$ cat src/rtl/ahb_arb_pkg.sv
// rtl/ahb_arb_pkg.sv - shared AHB-Lite types and constants for the two-manager arbiter
package ahb_arb_pkg;

   localparam int unsigned AHB_ADDR_MAX = 32;

   typedef enum logic [1:0] {
      IDLE   = 2'd0,
      BUSY   = 2'd1,
      NONSEQ = 2'd2,
      SEQ    = 2'd3
   } htrans_e;

   localparam logic [2:0] HBURST_SINGLE = 3'd0;
   localparam logic [2:0] HBURST_INCR   = 3'd1;
   localparam logic [2:0] HBURST_WRAP4  = 3'd2;
   localparam logic [2:0] HBURST_INCR4  = 3'd3;
   localparam logic [2:0] HBURST_WRAP8  = 3'd4;
   localparam logic [2:0] HBURST_INCR8  = 3'd5;
   localparam logic [2:0] HBURST_WRAP16 = 3'd6;
   localparam logic [2:0] HBURST_INCR16 = 3'd7;

   localparam logic HRESP_OKAY  = 1'b0;
   localparam logic HRESP_ERROR = 1'b1;

   typedef struct packed {
      logic [AHB_ADDR_MAX-1:0] haddr;
      htrans_e                 htrans;
      logic                    hwrite;
      logic [2:0]              hsize;
      logic [2:0]              hburst;
      logic [3:0]              hprot;
   } ahb_aphase_t;

endpackage

$ cat src/rtl/ahb_arb_hold_stage.sv
// rtl/ahb_arb_hold_stage.sv - per-manager hold register, pending flag and request generation
module ahb_arb_hold_stage
   import ahb_arb_pkg::*;
(
   input  logic        hclk_i,
   input  logic        hresetn_i,
   input  ahb_aphase_t live_i,
   input  logic        hsel_i,
   input  logic        hreadyout_i,
   input  logic        grant_i,
   input  logic        s_hreadyout_i,
   output ahb_aphase_t aphase_o,
   output logic        hsel_o,
   output logic        req_o,
   output logic        pend_o
);

   ahb_aphase_t hold_q, hold_d;
   logic        pend_q, pend_d;
   logic        live_req;
   logic        capture;

   // BUSY has htrans[1]=0, so it never counts as a live request and is never held
   always_comb begin
      live_req = hsel_i & live_i.htrans[1] & hreadyout_i;
      capture  = ~pend_q & live_req & ~(grant_i & s_hreadyout_i);
      pend_d   = pend_q;
      hold_d   = hold_q;
      if (capture) begin
         pend_d = 1'b1;
         hold_d = live_i;
      end else if (pend_q & grant_i & s_hreadyout_i) begin
         pend_d = 1'b0;
      end
   end

   always_ff @(posedge hclk_i) begin
      if (!hresetn_i) begin
         pend_q <= 1'b0;
         hold_q <= '0;
      end else begin
         pend_q <= pend_d;
         hold_q <= hold_d;
      end
   end

   assign aphase_o = pend_q ? hold_q : live_i;
   assign hsel_o   = pend_q | hsel_i;
   assign req_o    = pend_q | live_req;
   assign pend_o   = pend_q;

endmodule

$ cat src/rtl/ahb_lite_arbiter.sv
// rtl/ahb_lite_arbiter.sv - two-manager to one-subordinate AHB5-Lite arbiter top
module ahb_lite_arbiter
   import ahb_arb_pkg::*;
#(
   parameter int unsigned ADDR_W = 32,
   parameter int unsigned DATA_W = 32
) (
   input  logic              hclk,
   input  logic              hresetn,
   input  logic [ADDR_W-1:0] m0_haddr,
   input  logic [1:0]        m0_htrans,
   input  logic              m0_hwrite,
   input  logic [2:0]        m0_hsize,
   input  logic [2:0]        m0_hburst,
   input  logic [3:0]        m0_hprot,
   input  logic              m0_hsel,
   input  logic [DATA_W-1:0] m0_hwdata,
   output logic [DATA_W-1:0] m0_hrdata,
   output logic              m0_hreadyout,
   output logic              m0_hresp,
   input  logic [ADDR_W-1:0] m1_haddr,
   input  logic [1:0]        m1_htrans,
   input  logic              m1_hwrite,
   input  logic [2:0]        m1_hsize,
   input  logic [2:0]        m1_hburst,
   input  logic [3:0]        m1_hprot,
   input  logic              m1_hsel,
   input  logic [DATA_W-1:0] m1_hwdata,
   output logic [DATA_W-1:0] m1_hrdata,
   output logic              m1_hreadyout,
   output logic              m1_hresp,
   output logic [ADDR_W-1:0] s_haddr,
   output logic [1:0]        s_htrans,
   output logic              s_hwrite,
   output logic [2:0]        s_hsize,
   output logic [2:0]        s_hburst,
   output logic [3:0]        s_hprot,
   output logic              s_hsel,
   output logic [DATA_W-1:0] s_hwdata,
   output logic              s_hready,
   input  logic              s_hreadyout,
   input  logic [DATA_W-1:0] s_hrdata,
   input  logic              s_hresp
);

   ahb_aphase_t live0, live1, ph0, ph1, owner_ph, gnt_ph, out_ph;
   ahb_aphase_t park_q;
   logic        hsel0, hsel1, req0, req1, pend0, pend1;
   logic        owner_hsel, gnt_req;
   logic        last_grant_q, addr_active_q, data_owner_q, data_valid_q;
   logic        grant, lock, fwd;

   always_comb begin
      live0 = '0;
      live0.haddr[ADDR_W-1:0] = m0_haddr;
      live0.htrans = htrans_e'(m0_htrans);
      live0.hwrite = m0_hwrite;
      live0.hsize  = m0_hsize;
      live0.hburst = m0_hburst;
      live0.hprot  = m0_hprot;
      live1 = '0;
      live1.haddr[ADDR_W-1:0] = m1_haddr;
      live1.htrans = htrans_e'(m1_htrans);
      live1.hwrite = m1_hwrite;
      live1.hsize  = m1_hsize;
      live1.hburst = m1_hburst;
      live1.hprot  = m1_hprot;
   end

   ahb_arb_hold_stage u_hold0 (
      .hclk_i(hclk), .hresetn_i(hresetn), .live_i(live0), .hsel_i(m0_hsel),
      .hreadyout_i(m0_hreadyout), .grant_i(grant == 1'b0), .s_hreadyout_i(s_hreadyout),
      .aphase_o(ph0), .hsel_o(hsel0), .req_o(req0), .pend_o(pend0)
   );

   ahb_arb_hold_stage u_hold1 (
      .hclk_i(hclk), .hresetn_i(hresetn), .live_i(live1), .hsel_i(m1_hsel),
      .hreadyout_i(m1_hreadyout), .grant_i(grant == 1'b1), .s_hreadyout_i(s_hreadyout),
      .aphase_o(ph1), .hsel_o(hsel1), .req_o(req1), .pend_o(pend1)
   );

   // The owner keeps the bus while its burst continues with SEQ/BUSY; wait states freeze the grant
   always_comb begin
      owner_ph   = last_grant_q ? ph1 : ph0;
      owner_hsel = last_grant_q ? hsel1 : hsel0;
      lock       = addr_active_q & owner_hsel &
                   ((owner_ph.htrans == SEQ) || (owner_ph.htrans == BUSY));
      if (!s_hreadyout || lock) begin
         grant = last_grant_q;
      end else if (req0 && req1) begin
         grant = ~last_grant_q;
      end else if (req0) begin
         grant = 1'b0;
      end else if (req1) begin
         grant = 1'b1;
      end else begin
         grant = last_grant_q;
      end
      gnt_ph  = grant ? ph1 : ph0;
      gnt_req = grant ? req1 : req0;
      fwd     = gnt_req | lock;
      out_ph  = fwd ? gnt_ph : park_q;
   end

   always_ff @(posedge hclk) begin
      if (!hresetn) begin
         last_grant_q  <= 1'b1;
         addr_active_q <= 1'b0;
         data_owner_q  <= 1'b0;
         data_valid_q  <= 1'b0;
         park_q        <= '0;
      end else if (s_hreadyout) begin
         last_grant_q  <= grant;
         addr_active_q <= fwd;
         data_owner_q  <= grant;
         data_valid_q  <= fwd & gnt_ph.htrans[1];
         if (fwd) begin
            park_q <= gnt_ph;
         end
      end
   end

   assign s_haddr  = out_ph.haddr[ADDR_W-1:0];
   assign s_htrans = fwd ? out_ph.htrans : IDLE;
   assign s_hwrite = out_ph.hwrite;
   assign s_hsize  = out_ph.hsize;
   assign s_hburst = out_ph.hburst;
   assign s_hprot  = out_ph.hprot;
   assign s_hsel   = fwd;
   assign s_hwdata = data_owner_q ? m1_hwdata : m0_hwdata;
   assign s_hready = s_hreadyout;

   assign m0_hrdata    = s_hrdata;
   assign m1_hrdata    = s_hrdata;
   assign m0_hreadyout = (data_valid_q && !data_owner_q) ? s_hreadyout : ~pend0;
   assign m1_hreadyout = (data_valid_q &&  data_owner_q) ? s_hreadyout : ~pend1;
   assign m0_hresp     = (data_valid_q && !data_owner_q) ? s_hresp : HRESP_OKAY;
   assign m1_hresp     = (data_valid_q &&  data_owner_q) ? s_hresp : HRESP_OKAY;

endmodule

$ cat config.mk
export PLATFORM = sky130hd
export DESIGN_NAME = ahb_lite_arbiter
export DESIGN_NICKNAME = d
export VERILOG_FILES = /design/src/rtl/ahb_arb_pkg.sv /design/src/rtl/ahb_arb_hold_stage.sv /design/src/rtl/ahb_lite_arbiter.sv
export SDC_FILE = /design/constraint.sdc
export NUM_CORES = 1
export LEC_CHECK = 0
export CORE_UTILIZATION = 40
export CTS_CLUSTER_DIAMETER = 120
export DETAILED_ROUTE_END_ITERATION = 12
export PLACE_DENSITY = 0.76
export SLEW_MARGIN = 20
export SYNTH_ARGS = -nofsm -noshare
export SYNTH_HDL_FRONTEND = slang
export SYNTH_SLANG_ARGS = --single-unit
$ cat constraint.sdc
create_clock -name hclk -period 2.5 [get_ports hclk]
set_input_delay 0.375 -clock hclk [delete_from_list [all_inputs] [get_ports hclk]]
set_output_delay 0.375 -clock hclk [all_outputs]
set_load 0.005 [all_outputs]
==> impl_results.md <==
- Vias in the first global route: 7,288
- CP Capture Type: primary output
- Fin cells: 1,470
- Max cap viols: 0
- Clock slew at reported path FFs: 0.06 ns
- TritonCTS clock tree: built
- Register bit count reported by yosys: between 100 and 150
- Failing checks: negative setup slack
- Overall power: about 8 mW
- Post-DP HPWL: around 17,000 um
- CTS buffer count: 17
- Worst setup margin: -0.565 ns
- Layout cell share with drive strength beyond 1: a little over a third
- Core box area: around 21,000 um2
- Die width: approximately 150 um
- Reg-to-reg endpoint: park_q[17]
- WL per Instance: 20.1 um
- Drc violations: 0
- IO buf count: roughly 240
- Routed WL: 29,500 um
- TNS Setup: -27.22 ns
- Die height: between 100 and 150 um
- Lkg Pwr: 5.37 nW
- Total number of vias: 7,867
- Max Transition Viols Final: 0
- Die area: 21,800 um2
- N_diodes: 0
- Drt first pass iters: 5
- R2R depth: 11
- FF+latch area: 2790 um2
- Final setup vio count: 89
- CTS Sinks: 139
- Pin count of the biggest net entering global routing: 93
- Inst Count DP: 1,342
- Final hold vios: 0
- Number of flops mapped to enable cells by yosys: 0
- CTS Buffer Depth: 2
- Crit start category: flop
- Max IR drop VDD: 0.452 mV
- Worst slew pin tran: 0.811 ns
- Cell row count: between 50 and 60
- Routed Antenna Nets: 0
- Area Growth Syn to Fin: 54.6%
- Post-Synthesis Cells: 944
- Post-layout util: 63.9%
- Hold endpoint: u_hold0.hold_q[11]
- Origin of the critical flop-to-flop path: u_hold0.pend_o
- Worst Min Path Start: m0_htrans[0]
- Power Density: 606 nW/um2
- Seq/Total Area, Yosys: 32.7%
- Initial core utilization: 41.3%
- Fin nets: 1,381
- Arrival time worst endpoint: around 2.7 ns
- Vias/cell: 5.35
- Synth cell types: 42
- Hold Crit Depth: 3
- Syn. warnings: 0
- CP max stage cell: a2111o_1
- Initial DRC Count: 371
- DP Worst Slack: -0.849 ns
- Skew final: 0.0104 ns
- Worst-skew pair later-pin latency: 0.42 ns
- Worst slew margin: between 40% and 50%
- CP required: roughly 2.1 ns
- Maximum fanout along the worst path: 6
- Crit path time final: 3.07 ns
- Initial antenna violation count: 1
- Multi-input logic area: 5190 um2
- CP Class: flop to primary output
- # IOs: approximately 340
- CTS root buf: clkbuf_16
- Synth Flop Type: dfxtp_1
- Gr ovfl total: 0
- H-tree Lvls: 4
- Run status: finished with violations
- Hold crit path type: input pin to flop
- Flop2flop setup slack: -0.16 ns
- Crit-path cells: nor3_4 > a2111o_1 > a22oi_2 > buf_12 > buf_16 > buf_12 > buf_8 > buf_6 > mux2i_4 > mux2_4 > clkbuf_2
- Max Freq: 0.326 GHz
- First-pass GRT wire length: approximately 39,000 um
- Crit share post-route: 123%
- Synthesized net count: 1,136
- RSZ-0062 raised after global routing: yes
- Fill cells: between 1,500 and 2,000
- Largest stage delay, worst path: about 0.44 ns
- Post-synthesis async set-or-reset flop share: 0%
- RD Place Congestion: 0.844
- Synthesized cell area: about 8500 um2
- Post-synthesis area per instance: 9.00 um2
- Critical Path Most Common Cell: buf_12
- Tot GR Track Use: between 20% and 30%
-- how the worst max path moves through the flow --
stage                        start  slack (ns)          end
finish              u_hold0.pend_o       -0.57  s_haddr[20]
global route        u_hold0.pend_o       -0.66  s_haddr[20]
CTS                 u_hold0.pend_o       -0.80  s_haddr[18]
detailed placement    m0_htrans[0]       -0.85  s_haddr[19]
global placement           m1_hsel       -0.87   s_hsize[2]
floorplan           u_hold0.pend_o       0.004   s_hprot[0]
-- cells by family after synthesis --
logic type,count (synthesis),share of synthesized area [%]
buf+inv,189,14.7
compound gates,116,7.61
mux,254,32.4
simple gates,246,12.6
flops,139,32.7
-- what timing repair did --
item	4_1_cts	5_1_grt
cloned	1	12
buffers inserted	9	82
setup endpoints to repair	94	89
hold buffers	0	0
gates resized for setup	72	291
pin swaps	1	31
-- worst max-delay path: cells and delay by family, from the launching register on --
family,cells,cell delay [ns]
buffers and inverters,6,0.72
multiplexers,2,0.38
AO/OA/AOI/OAI,2,0.71
flip-flops,1,0.40
AND/OR/NAND/NOR,1,0.05
-- metrics by stage --
step                      cell area, um2  hold WS (ns)
after floorplan                     8500         0.425
after detailed placement           10800         0.437
after CTS                          11500         0.323
after global routing               13100         0.376
final                              13100         0.370
after global placement             10800         0.433
-- synth_stat cells, types with 2 or more instances --
library cell,instances,share of area [%]
inv_1,5,0.22
o22ai_1,2,0.15
buf_6,12,1.6
o211ai_1,2,0.18
clkbuf_1,32,1.4
a21oi_1,49,2.9
and2_1,3,0.22
nor2_1,51,2.3
mux2_4,31,5.5
buf_4,114,10
buf_2,14,0.82
o21ai_1,39,2.3
o21ai_0,7,0.41
mux2_2,44,5.8
a21boi_0,2,0.18
buf_1,12,0.53
dfxtp_1,139,33
a22o_1,2,0.21
nor3_1,3,0.18
nand3_1,2,0.12
mux2i_1,179,21
nand2_1,137,6.1
nand4_1,44,3.2
-- per-layer routing --
metal,vias to the layer above,global-route usage (%),routed length (um)
met5,-,0,13
met4,2,8.04,603
met3,62,5.06,1710
met2,324,37.2,14700
met1,3818,28.8,12400
li1,3661,-,-
-- registers in the layout (all words and copies together) (netlist names) --
name            count
park_q             43
addr_active_q       1
u_hold0.hold_q     45
data_valid_q        1
data_owner_q        1
last_grant_q        1
u_hold0.pend_o      1
u_hold1.hold_q     45
u_hold1.pend_o      1
-- placed cells by master, fill, tap and decap left out, types with 32 or more instances in the layout --
cell type,Yosys,final
o21ai_2,1,40
mux2_2,44,32
nand2_1,137,137
a21oi_1,49,48
mux2_4,31,43
nor2_1,51,50
mux2i_1,179,135
buf_4,114,94
nand4_1,44,44
clkdlybuf4s50_1,0,191
dfxtp_1,139,136
buf_6,12,57
-- cell type report --
cell class | count | area share, %
Clock inverter | 7 | 0.514
Clock buffer | 23 | 3.64
Multi-Input combinational cell | 617 | 39.5
Sequential cell | 139 | 21.3
Tap cell | 270 | 2.57
Inverter | 5 | 0.152
Timing Repair Buffer | 409 | 32.3
-- report_power, final --
group          internal, mW  switching, mW  leakage [nW]
clock                  1.43          0.947         0.273
sequential             2.36         0.0868          1.14
combinational          1.87           1.27          3.97
total                  5.66           2.31          5.37
No activity file was read; power rests on OpenSTA's default activity.
